[config.mk]
export PLATFORM = sky130hd
export DESIGN_NAME = rtc_bus_scheduler
export DESIGN_NICKNAME = d
export VERILOG_FILES = /design/src/rtl/rtc_pkg.sv /design/src/rtl/rtc_period_timer.sv /design/src/rtl/rtc_bus_scheduler.sv
export SDC_FILE = /design/constraint.sdc
export NUM_CORES = 1
export LEC_CHECK = 0
export BUFFER_PORTS_ARGS = -buffer_cell sky130_fd_sc_hd__buf_4
export CORE_AREA = 2 2 71 73
export DETAILED_ROUTE_END_ITERATION = 10
export DIE_AREA = 0 0 73 75
export GPL_TIMING_DRIVEN = 0
export PLACE_DENSITY = 0.69
export SLEW_MARGIN = 20
export SYNTH_ARGS = -nofsm -noshare
export SYNTH_HDL_FRONTEND = slang
export SYNTH_SLANG_ARGS = --single-unit
export TNS_END_PERCENT = 10
[constraint.sdc]
create_clock -name clk -period 2.1 [get_ports clk]
set_input_delay 0.105 -clock clk [delete_from_list [all_inputs] [get_ports clk]]
set_output_delay 0.105 -clock clk [all_outputs]
set_load 0.02 [all_outputs]
[src/rtl/rtc_pkg.sv]
// Shared definitions for the RTC bus scheduler and the engines it drives:
// trol mode codes, scheduler state encoding and small helpers.
package rtc_pkg;

    // Mode codes on trol; the read, write and init engines decode these
    localparam logic [2:0] MODE_IDLE  = 3'd0;
    localparam logic [2:0] MODE_INIT  = 3'd1;
    localparam logic [2:0] MODE_READ  = 3'd2;
    localparam logic [2:0] MODE_WRITE = 3'd4;

    // Scheduler states
    typedef enum logic [2:0] {
        S_PWAIT = 3'd0,
        S_INIT  = 3'd1,
        S_IDLE  = 3'd2,
        S_READ  = 3'd3,
        S_WRITE = 3'd4,
        S_GAP   = 3'd5
    } state_t;

    // Bus mode driven while sitting in a given state
    function automatic logic [2:0] mode_of(input state_t s);
        case (s)
            S_INIT:  return MODE_INIT;
            S_READ:  return MODE_READ;
            S_WRITE: return MODE_WRITE;
            default: return MODE_IDLE;
        endcase
    endfunction

    function automatic int unsigned max_u(input int unsigned a, input int unsigned b);
        return (a > b) ? a : b;
    endfunction

endpackage

[src/rtl/rtc_period_timer.sv]
// Free-running wrap counter that raises tick_c for one cycle every PERIOD
// enabled cycles; the count holds while en is low.
module rtc_period_timer #(
    parameter int unsigned PERIOD = 1000000
) (
    input  logic clk,
    input  logic reset,
    input  logic en,
    output logic tick_c
);

    localparam int unsigned CNT_W = (PERIOD > 1) ? $clog2(PERIOD) : 1;

    logic [CNT_W-1:0] cnt_q;

    // Tick on the last count of each period
    always_comb begin
        tick_c = en && (cnt_q == CNT_W'(PERIOD - 1));
    end

    // Count while enabled, wrapping to zero on the tick
    always_ff @(posedge clk or posedge reset) begin
        if (reset) begin
            cnt_q <= '0;
        end else if (en) begin
            cnt_q <= tick_c ? '0 : cnt_q + CNT_W'(1);
        end
    end

endmodule

[src/rtl/rtc_bus_scheduler.sv]
// RTC bus scheduler: owns the multiplexed RTC bus and hands it to the init,
// read or write engine through the trol mode code. One init after reset,
// periodic read sweeps, on-demand write sweeps, with an idle gap (trol=0)
// between transactions so the engines rewind their address counters.
// Optional build macro RTC_SCHED_STATS_EN adds completion/timeout counters.
module rtc_bus_scheduler
    import rtc_pkg::*;
#(
    parameter int unsigned READ_PERIOD = 1000000,
    parameter int unsigned INIT_WAIT   = 1000,
    parameter int unsigned GAP_CYCLES  = 8,
    parameter int unsigned TIMEOUT     = 4096
) (
    input  logic        clk,
    input  logic        reset,
    input  logic        wr_req,
    input  logic        init_done,
    input  logic        rd_done,
    input  logic        wr_done,
    output logic [2:0]  trol,
    output logic        busy,
    output logic        wr_ack,
    output logic        err
`ifdef RTC_SCHED_STATS_EN
    ,
    output logic [15:0] rd_count,
    output logic [15:0] wr_count,
    output logic [7:0]  to_count
`endif
);

    // One shared counter serves the power-up wait, transaction timeout and gap
    localparam int unsigned CNT_MAX = max_u(max_u(INIT_WAIT, TIMEOUT), GAP_CYCLES);
    localparam int unsigned CNT_W   = $clog2(CNT_MAX + 1);

    state_t           state_q, state_d;
    logic [CNT_W-1:0] cnt_q, cnt_d;
    logic             wr_pend_q, wr_pend_d;
    logic             rd_due_q, rd_due_d;
    logic             last_was_wr_q, last_was_wr_d;
    logic             timer_en_q, timer_en_d;
    logic [2:0]       trol_d;
    logic             busy_d;
    logic             wr_ack_d;
    logic             err_d;
    logic             timeout_c;
    logic             tick_c;

    rtc_period_timer #(
        .PERIOD (READ_PERIOD)
    ) u_period_timer (
        .clk    (clk),
        .reset  (reset),
        .en     (timer_en_q),
        .tick_c (tick_c)
    );

    // Next state, flag updates and registered output values
    always_comb begin
        state_d       = state_q;
        cnt_d         = cnt_q + CNT_W'(1);
        timeout_c     = 1'b0;
        wr_pend_d     = wr_pend_q;
        rd_due_d      = rd_due_q;
        last_was_wr_d = last_was_wr_q;
        timer_en_d    = timer_en_q;

        case (state_q)
            S_PWAIT: begin
                if (cnt_q == CNT_W'(INIT_WAIT - 1)) begin
                    state_d = S_INIT;
                end
            end
            S_INIT: begin
                if (init_done) begin
                    state_d = S_GAP;
                end else if (cnt_q == CNT_W'(TIMEOUT - 1)) begin
                    state_d   = S_GAP;
                    timeout_c = 1'b1;
                end
            end
            S_IDLE: begin
                cnt_d = '0;
                // Write wins unless a read is also due and the last job was a write
                if (wr_pend_q && (!rd_due_q || !last_was_wr_q)) begin
                    state_d = S_WRITE;
                end else if (rd_due_q) begin
                    state_d = S_READ;
                end
            end
            S_READ: begin
                if (rd_done) begin
                    state_d  = S_GAP;
                    rd_due_d = 1'b0;
                end else if (cnt_q == CNT_W'(TIMEOUT - 1)) begin
                    state_d   = S_GAP;
                    timeout_c = 1'b1;
                end
            end
            S_WRITE: begin
                if (wr_done) begin
                    state_d = S_GAP;
                end else if (cnt_q == CNT_W'(TIMEOUT - 1)) begin
                    state_d   = S_GAP;
                    timeout_c = 1'b1;
                end
            end
            S_GAP: begin
                if (cnt_q == CNT_W'(GAP_CYCLES - 1)) begin
                    state_d = S_IDLE;
                end
            end
            default: begin
                state_d = S_PWAIT;
            end
        endcase

        if (state_d != state_q) begin
            cnt_d = '0;
        end

        // Write request is consumed when the write starts; a same-cycle request re-arms it
        if ((state_q == S_IDLE) && (state_d == S_WRITE)) begin
            wr_pend_d = 1'b0;
        end
        if (wr_req && (state_q != S_PWAIT)) begin
            wr_pend_d = 1'b1;
        end

        // A new period overrides a same-cycle read completion
        if (tick_c) begin
            rd_due_d = 1'b1;
        end

        if ((state_q == S_WRITE) && (state_d != S_WRITE)) begin
            last_was_wr_d = 1'b1;
        end else if ((state_q == S_READ) && (state_d != S_READ)) begin
            last_was_wr_d = 1'b0;
        end

        // The period timer starts on the first idle entry after init and then free-runs
        if ((state_q == S_GAP) && (state_d == S_IDLE)) begin
            timer_en_d = 1'b1;
        end

        trol_d   = mode_of(state_d);
        busy_d   = (mode_of(state_d) != MODE_IDLE);
        wr_ack_d = (state_q == S_IDLE) && (state_d == S_WRITE);
        err_d    = err_q_or_timeout(err, timeout_c);
    end

    function automatic logic err_q_or_timeout(input logic e, input logic t);
        return e | t;
    endfunction

    // State, flags and registered outputs
    always_ff @(posedge clk or posedge reset) begin
        if (reset) begin
            state_q       <= S_PWAIT;
            cnt_q         <= '0;
            wr_pend_q     <= 1'b0;
            rd_due_q      <= 1'b0;
            last_was_wr_q <= 1'b0;
            timer_en_q    <= 1'b0;
            trol          <= MODE_IDLE;
            busy          <= 1'b0;
            wr_ack        <= 1'b0;
            err           <= 1'b0;
        end else begin
            state_q       <= state_d;
            cnt_q         <= cnt_d;
            wr_pend_q     <= wr_pend_d;
            rd_due_q      <= rd_due_d;
            last_was_wr_q <= last_was_wr_d;
            timer_en_q    <= timer_en_d;
            trol          <= trol_d;
            busy          <= busy_d;
            wr_ack        <= wr_ack_d;
            err           <= err_d;
        end
    end

`ifdef RTC_SCHED_STATS_EN
    logic rd_ok_c;
    logic wr_ok_c;

    assign rd_ok_c = (state_q == S_READ) && rd_done;
    assign wr_ok_c = (state_q == S_WRITE) && wr_done;

    // Completion counters wrap; timeout counter saturates
    always_ff @(posedge clk or posedge reset) begin
        if (reset) begin
            rd_count <= '0;
            wr_count <= '0;
            to_count <= '0;
        end else begin
            if (rd_ok_c) begin
                rd_count <= rd_count + 16'd1;
            end
            if (wr_ok_c) begin
                wr_count <= wr_count + 16'd1;
            end
            if (timeout_c && (to_count != 8'hFF)) begin
                to_count <= to_count + 8'd1;
            end
        end
    end
`endif

endmodule

# Word-level counts from Yosys, hierarchy flattened
# Index checks and enable logic that the tools add are counted.
[totals]
ff_bits = 46
inputBits = 6
elab_cells = 73
[op_classes]
addsub = 2
n_eq_ne = 16
mux = 25
bitwise_logic = 1
reduce_logical = 18
[ops]
columns = ["operator", "n"]
rows = [
  ["$mux W13", 2],
  ["$mux W3", 8],
  ["$add A20 B1 Y20 const B", 1],
  ["$eq A20 B20 Y1 const B", 1],
  ["$mux W20", 1],
  ["$pmux W3 S6", 1],
  ["$add A13 B1 Y13 const B", 1],
  ["$eq A13 B10 Y1 const B", 1],
  ["$eq A13 B12 Y1 const B", 1],
  ["$eq A13 B3 Y1 const B", 1],
  ["$eq A3 B2 Y1 const B", 4],
  ["$mux W1", 11],
  ["$eq A3 B3 Y1 const B", 3],
  ["$pmux W3 S3", 1],
  ["$reduce_bool A2 Y1", 4],
  ["$logic_and A1 B1 Y1", 7],
  ["$eq A3 B1 Y1 const B", 2],
  ["$reduce_bool A3 Y1", 2],
  ["$logic_not A3 Y1", 1],
  ["$ne A3 B2 Y1 const B", 1],
  ["$ne A3 B3 Y1", 1],
  ["$ne A3 B3 Y1 const B", 1],
  ["$pmux W1 S3", 1],
  ["$logic_not A1 Y1", 2],
  ["3 further kinds", 3],
]

# Longest topological paths before layout
# Gate-level depths: netlist of the first run.
[logic_depth]
word_depth = 9
mapped_depth = 7

# Cells and area by module
# From an unflattened synthesis of the first run, not the netlist that was laid out.
[unflattened]
hier_cells = 231
area_unflattened_um2 = 2368.5
[by_module_without_submodules]
columns = ["module", "n_inst", "cells_each", "area_each_um2"]
rows = [
  ["rtc_bus_scheduler", 1, 132, 1363.8],
  ["rtc_period_timer", 1, 99, 1004.7],
]

# Worst setup path after synthesis of the first run
# Ideal clock, no wire load.
[synth_timing]
kind = "register to register"
startpoint = "register cnt_q[0]"
endpoint = "register cnt_q[10]"
setup_time_ns = 0.125
t_arrival_ns = 1.695
required_time_ns = 1.975
setup_slack_ns = 0.280
stages_incl_launch_ff = 8
cell_sequence = "dfrtp_1 > ha_1 > nand4_4 > nor4_4 > a211oi_1 > o211ai_2 > buf_6 > nor3_1"
[synth_via]
elab_chain_cells = 6
[synth_rtl]
columns = ["item", "line_no", "text"]
rows = [
  ["start: declaration", "rtc_bus_scheduler.sv:37", "logic [CNT_W-1:0] cnt_q, cnt_d;"],
  ["start signal: assignment", "rtc_bus_scheduler.sv:171", "cnt_q <= cnt_d;"],
  ["$eq A13 B12 Y1", "rtc_bus_scheduler.sv:77, rtc_bus_scheduler.sv:95, rtc_bus_scheduler.sv:103", ""],
  ["$mux W3", "rtc_bus_scheduler.sv:77, rtc_bus_scheduler.sv:95, rtc_bus_scheduler.sv:103", ""],
  ["$mux W3 (on tied branches)", "rtc_bus_scheduler.sv:101, rtc_bus_scheduler.sv:75, rtc_bus_scheduler.sv:92", ""],
  ["$pmux W3 S6", "rtc_bus_scheduler.sv:68", "case (state_q)"],
  ["$ne A3 B3 Y1", "rtc_bus_scheduler.sv:118", "if (state_d != state_q) begin"],
  ["$mux W13 (*)", "rtc_bus_scheduler.sv:118", ""],
  ["via cnt_d[10]", "rtc_bus_scheduler.sv:37", ""],
]
# Mark *: on every way through the listed nets, which the timed path passes. The rest lies on a longest branch.
# A chain may end at the register's enable or synchronous reset.

# Worst setup path after layout of the first run
[layout_timing]
startpoint = "register cnt_q[0]"
endpoint = "register cnt_q[7]"
# Same word-level chain as after synthesis.

==> impl_metrics.csv, run 1 <==
group,metric,value,unit
critical_path,start_kind,"flip-flop",
sta,slew-limit-headroom,70.2,%
route,drt_iter0_drc,28,
hold_path,worstHoldStart,"wr_req",
power,leakage,1.13,nW
route,detail_route.wl_per_cell,13.6,um
route,wl_met1,1.87,mm
critical_path,reg2reg_depth,7,
grt,antenna_found_initial,0,
cells_and_area,regArea,1150,um2
synthesis,synth-main-ff-cell,"dfrtp_1",
floorplan,start_util,49.3,%
critical_path,timing.rr.start,"cnt_q[0]",
route,drc_errors,0,
cells_and_area,multi_input_area,1070,um2
sta,finalSetupViolations,0,
route,routed-wl-met2,1.99,mm
critical_path,cp_max_fo,10,
cells_and_area,diodes,0,
floorplan,die_area,5480,um2
cells_and_area,area_growth,12.8,%
synthesis,yosysSeqAreaShare,50.1,%
power,power_density,831,nW/um2
hold_path,holdPathEnd,"wr_pend_q",
sta,hold_slack,75.2,ps
critical_path,worstSetupEndpointType,"flip-flop",
route,wl,4.04,mm
synthesis,async_reset_ff_share,100,%
synthesis,ys_types,50,
sta,fin_crit,1970,ps
floorplan,die_w,73,um
synthesis,syn_inst,221,
cells_and_area,drive_gt1_share,17.6,%
critical_path,arrival,2150,ps
hold_path,hold_depth,3,
sta,fmax,507,MHz
cells_and_area,layout.nets,251,
synthesis,synth_warnings,0,
clock_network,path_clk_slew,80,ps
route,antenna_left,0,
clock_network,root_buffer,"clkbuf_8",
clock_network,cts_buffers,5,
clock_network,cts_sinks,46,
synthesis,synth_top_area_share,50.1,%
critical_path,cp_data_required_time,2280,ps
cells_and_area,nFillCells,419,
grt,grt_max_degree,35,
sta,min_period_over_period,93.9,%
synthesis,syn_area,2300,um2
route,first_pass_iters,4,
flow_run,cap_violations,0,
floorplan,io_pins,12,
sta,worst_pin_slew,447,ps
grt,grt_use_total,17.1,%
synthesis,synth_common_cells,"dfrtp_1 (46), nor2_1 (20), nor3_1 (19), xnor2_1 (17)",
synthesis,yosysTopAreaCell,"dfrtp_1",
clock_network,tritoncts,"built",
route,num_vias,1639,
clock_network,htreeDepth,2,
synthesis,ys_ff_latch,46,
clock_network,ctsLongestPathBuffers,2,
critical_path,rrSetupSlack,130,ps
power,power.total,2.15,mW
synthesis,syn_area_per_cell,10.4,um2
clock_network,clock_latency,290,ps
hold_path,hp-class,"primary input to flip-flop",
placed_design,gp_congestion,0.778,
route,dr.max_layer_used,"met4",
sta,timing.final.max_slew_violations,0,
floorplan,core_area,4660,um2
power,vdd_drop_max,0.612,mV
route,dr_wl_met3,116,um
synthesis,synth.most_common_cell,"dfrtp_1",
placed_design,port-buffer-count,11,
floorplan,num_rows,25,
critical_path,worstSetupPathType,"flip-flop to flip-flop",
sta,finalClockSkew,3.34,ps
sta,hold_viol,0,
run_status,status,"complete, no violations",
floorplan,die_h,75,um
synthesis,synth_fp_nets,229,
critical_path,reg2reg_to,"cnt_q[7]",
placed_design,dp_hpwl,2.95,mm
synthesis,netlist_top_cells_area,"dfrtp_1 (50%), xnor2_1 (6.5%), xor2_1 (5.0%)",
synthesis,synth_edf_count,0,
grt,grt_pass1_vias,1671,
route,vias_per_cell,5.50,
grt,grt_overflow,0,
grt,grt_pass1_wl,7.22,mm
-- state kept, by name, summed over array words and instances, names as in the netlist --
| name | count |
|---|---|
| timer_en_q | 1 |
| rd_due_q | 1 |
| cnt_q | 13 |
| state_q | 3 |
| trol | 3 |
| last_was_wr_q | 1 |
| err | 1 |
| wr_ack | 1 |
| busy | 1 |
| u_period_timer.cnt_q | 20 |
| wr_pend_q | 1 |
-- through the flow --
step	util (%)	setup WS (ps)	instances	TNS [ps]	area (um2)
after floorplan	-	280	221	0	2300
after global placement	52.5	11.5	286	0	2450
after detailed placement	52.9	-15.5	287	-104	2470
after CTS	55.1	60.7	296	0	2570
after global routing	55.5	-20.4	298	-44.9	2590
final	55.5	127	298	0	2590
-- critical path: stages, from the launching register on --
cell and delay [ps]:
dfrtp_1 420, ha_2 270, nand4_4 150, nor4_4 360, a211oi_1 140, o211ai_2 270, buf_6 190, nor3_1 50
-- logic make-up (layout without fill, tap and decap cells) --
kind of cell	after synthesis	in the layout	synth area share (%)
AOI/OAI and AO/OA	22	22	7.30
xor gates and xnor gates	30	30	11.4
adders and majority gates	2	2	1.09
buffers and inverters	16	39	3.43
DFF	46	46	50.1
muxes	1	1	0.490
and+or+nand+nor	104	104	26.1
-- metal layers --
| layer | track usage (%) | vias up |
|---|---|---|
| met5 | 0 | - |
| met4 | 7.61 | 0 |
| met3 | 4.55 | 5 |
| met2 | 28.8 | 18 |
| met1 | 20.5 | 797 |
| li1 | - | 819 |
-- what timing repair did --
action / in CTS / in global routing
hold buffers: 1 / 0
pin swaps: 1 / 1
gates resized for setup: 0 / 2
setup buffers: 0 / 2
endpoints found under the hold margin: 12 / 0
setup endpoints to repair: 9 / 10
-- placed cells by master (no fill, tap or decap), types with 2 or more instances in the layout --
cell type and instances:
nor2b_1 2, nor2_1 20, and3_1 5, clkbuf_8 6, a21oi_1 2, and2_1 3
a21o_1 2, nand2_1 13, nor3_1 19, inv_1 7, nor4_1 3, buf_4 15
buf_2 3, dfrtp_1 46, nand2b_1 2, or2_2 2, o21ai_0 3, o211ai_2 2
nand3_1 10, clkbuf_1 3, nand4_1 12, xor2_1 13, xnor2_1 17
-- worst max path at each step --
stage             start         to  slack, ps
6_report       cnt_q[0]   cnt_q[7]        130
5_1_grt        cnt_q[0]   cnt_q[3]        -20
4_1_cts        cnt_q[0]   cnt_q[3]         60
3_5_place_dp   cnt_q[0]   cnt_q[9]        -20
3_3_place_gp   cnt_q[0]   cnt_q[9]         10
2_1_floorplan  cnt_q[0]  cnt_q[10]        280
-- power by group --
group	internal (mW)	total [mW]	switching [mW]
logic	0.255	0.579	0.323
clock network	0.266	0.545	0.279
registers	0.961	1.03	0.0654
-- cell type report --
cell class                 instances  area share (%)
buffer                             8            1.88
clock buffer                       7            3.33
clock inverter                     1           0.193
inverter                           8            1.16
multi-input combinational        159            41.4
sequential                        46            44.5
tap                               54            2.61
timing repair buffer              15            4.93
No activity file was read; power rests on OpenSTA's default activity.
==> inputs of run 2 (changes only) <==
Settings changed: ABC_AREA from default to 1, CORE_AREA 2 2 71 73 to 2 2 76 78, CTS_BUF_LIST from default to sky130_fd_sc_hd__clkbuf_8, DIE_AREA 0 0 73 75 to 0 0 78 80, PLACE_DENSITY 0.69 to 0.68.
==> run 2 against run 1 <==
Die area rose by 14%. Clock power rose by 27%. Clock-buffer cell count down 2. Area after synthesis rose by 14%. Critical path type unchanged. Highest routed layer unchanged.
==> impl_metrics.csv, run 2 <==
group,metric,value,unit
synthesis,yosys.area_share.simple,37.8,%
placed_design,dp_hpwl,3.84,mm
sta,tns,0,ps
synthesis,syn_area,2630,um2
sta,slew-limit-headroom,71.4,%
synthesis,synth.most_common_cell,"nand2_1",
grt,grt_pass1_vias,2111,
placed_design,place_inst,421,
cells_and_area,stdcell_count,430,
route,wl,5.17,mm
critical_path,cp_num_buf_inv,1,
clock_network,ctsLongestPathBuffers,2,
route,drt_iter0_drc,56,
clock_network,path_clk_slew,100,ps
cells_and_area,nFillCells,516,
clock_network,post_cts_buffers,0,
synthesis,synth_xor_area_share,2.33,%
placed_design,port-buffer-count,11,
grt,grt_use_total,18.6,%
floorplan,core_area,5410,um2
cells_and_area,regArea,1150,um2
critical_path,rrSetupSlack,190,ps
cells_and_area,multi_input_area,1250,um2
synthesis,synth_common_cells,"nand2_1 (77), inv_1 (47), dfrtp_1 (46), nor2_1 (39), nand3_1 (26)",
critical_path,worstSetupPathType,"flip-flop to flip-flop",
hold_path,hp-class,"primary input to flip-flop",
route,first_pass_iters,4,
critical_path,worstSetupEndpointType,"flip-flop",
cells_and_area,top_register,"u_period_timer.cnt_q",
power,leakage,1.45,nW
synthesis,synth_warnings,0,
sta,worst_pin_slew,425,ps
critical_path,start_kind,"flip-flop",
cells_and_area,area_growth,12.3,%
critical_path,crit_start,"cnt_q[0]",
synthesis,synth_top_family_by_area,"simple AND/OR/NAND/NOR gates",
sta,hold_viol,0,
synthesis,syn_area_per_cell,7.79,um2
synthesis,netlist_top_cells_area,"dfrtp_1 (44%), nand2_1 (11%), inv_1 (6.7%)",
sta,rsz0062_at_grt,"false",
run_status,status,"complete, no violations",
critical_path,arrival,2100,ps
sta,min_period_over_period,90.8,%
placed_design,gp_congestion,0.905,
flow_run,cap_violations,0,
clock_network,cts_buffers,5,
synthesis,ys_ff_latch,46,
grt,grt_max_degree,31,
hold_path,hold_depth,3,
floorplan,num_rows,27,
route,drc_errors,0,
clock_network,htreeDepth,2,
grt,grt_overflow,0,
floorplan,die_area,6240,um2
synthesis,synth_fp_nets,345,
sta,finalSetupViolations,0,
floorplan,io_pins,12,
floorplan,die_h,80,um
critical_path,path_cells,"ha_1 > nand3_1 > nor2_2 > nand2_2 > nand2_1 > nand2_1 > nand4_1 > nand2_4 > nand2_4 > buf_12 > nor2_4",
synthesis,synth_fa_ha_area_share,0.953,%
synthesis,syn_inst,337,
synthesis,synth_top_area_share,43.8,%
grt,antenna_found_initial,0,
route,detail_route.wl_per_cell,12.0,um
route,antenna_left,0,
critical_path,cp_data_required_time,2290,ps
synthesis,ys_types,30,
critical_path,timing.rr.start,"cnt_q[0]",
sta,fin_crit,1910,ps
sta,finalClockSkew,11.1,ps
route,num_vias,2138,
critical_path,cp_max_fo,10,
hold_path,worstHoldStart,"wr_req",
synthesis,yosysSeqAreaShare,43.8,%
cells_and_area,layout.nets,365,
cells_and_area,final_common_cell,"nand2_1",
power,power_density,881,nW/um2
floorplan,start_util,48.6,%
critical_path,reg2reg_depth,11,
floorplan,die_w,78,um
sta,fmax,524,MHz
hold_path,holdPathEnd,"wr_pend_q",
clock_network,clock_latency,310,ps
critical_path,critPathSlowestCell,"dfrtp_1",
grt,grt_pass1_wl,9.25,mm
clock_network,tritoncts,"built",
route,vias_per_cell,4.97,
synthesis,synth_edf_count,0,
critical_path,reg2reg_to,"cnt_q[8]",
clock_network,root_buffer,"clkbuf_8",
sta,timing.final.max_slew_violations,0,
power,vdd_drop_max,1.30,mV
synthesis,synth-main-ff-cell,"dfrtp_1",
cells_and_area,drive_gt1_share,16.5,%
synthesis,synth_compound_area_share,6.48,%
critical_path,cp_slowest_stage_delay,370,ps
cells_and_area,largest_reg_flops,20,
cells_and_area,diodes,0,
critical_path,critical_path.top_delay_family,"simple AND/OR/NAND/NOR gates",
synthesis,muxShareOfSynthArea,0,%
synthesis,async_reset_ff_share,100,%
synthesis,yosysTopAreaCell,"dfrtp_1",
cells_and_area,reg_top3,"u_period_timer.cnt_q (20), cnt_q (13)",
critical_path,critical_path_depth,11,
cells_and_area,final_cell_mix,"nand2_1 (77), inv_1 (46), dfrtp_1 (46)",
clock_network,cts_sinks,46,
[run 2: cell types whose count changed after synthesis, sizes merged, moves of 4 or more]
cell   before  now
a21oi       3   14
and3        5    1
inv         8   52
nand2      13   85
nand3      11   27
nand4      13    9
nor2       20   52
nor3       20   10
o21ai       3   12
xnor2      17    0
xor2       13    7
[run 2: layout make-up]
class | instances | share of cell area [%]
multi-input combinational | 236 | 42.5
sequential | 46 | 39.0
inverter | 52 | 6.62
timing repair buffer | 13 | 3.82
tap | 72 | 3.05
clock buffer | 5 | 2.33
clock inverter | 3 | 1.61
buffer | 3 | 1.02
[run 2: power breakdown]
part | total (mW) | internal [mW] | switching (mW) | leakage [nW]
sequential | 1.01 | 0.959 | 0.0554 | 0.613
clock | 0.694 | 0.363 | 0.331 | 0.0591
combinational | 0.890 | 0.308 | 0.582 | 0.782
total | 2.60 | 1.63 | 0.969 | 1.45
[run 2: cell families (layout without fill, tap and decap cells)]
family / count (synthesis) / after routing
AND/OR/NAND/NOR: 196 / 196
adder cells (fa/ha/maj): 2 / 2
XOR/XNOR: 7 / 7
AO/OA/AOI/OAI: 31 / 31
buffers and inverters: 55 / 76
flip-flops: 46 / 46
[run 2: worst max path at each step]
stage / end / slack [ps]
3_3_place_gp: cnt_q[11] / 210
3_5_place_dp: cnt_q[11] / 180
2_1_floorplan: cnt_q[11] / 420
6_report: cnt_q[8] / 190
5_1_grt: cnt_q[11] / 40
4_1_cts: cnt_q[11] / 160
[run 2: per-stage QoR]
stage                     hold WS (ps)  instance area, um2  worst slack, ps  power, mW  util (%)
final                             70.0                2950              192       2.60      54.6
after global routing              82.9                2950             41.8       2.75      54.6
after floorplan                    250                2630              417       1.74         -
after global placement             399                2800              205       1.91      51.8
after detailed placement           120                2820              178       1.93      52.2
after CTS                         72.8                2950              163       2.63      54.5
[run 2: metal layers]
metal	track usage, %	share of wire (%)	up-vias
li1	-	-	1113
met1	23.9	49	990
met2	31.6	47	29
met3	3.73	2.7	6
met4	5.79	1.3	0
met5	0	0	-
[run 2: worst min-delay path, stage by stage]
cell and delay [ps]:
buf_4 110, inv_1 50, o21ai_0 80
[run 2: timing repair]
| item | in CTS | in global routing |
|---|---|---|
| endpoints found under the hold margin | 16 | 0 |
| hold buffers | 1 | 0 |
| endpoints found under the setup margin | 0 | 1 |
| gates resized for setup | 0 | 1 |
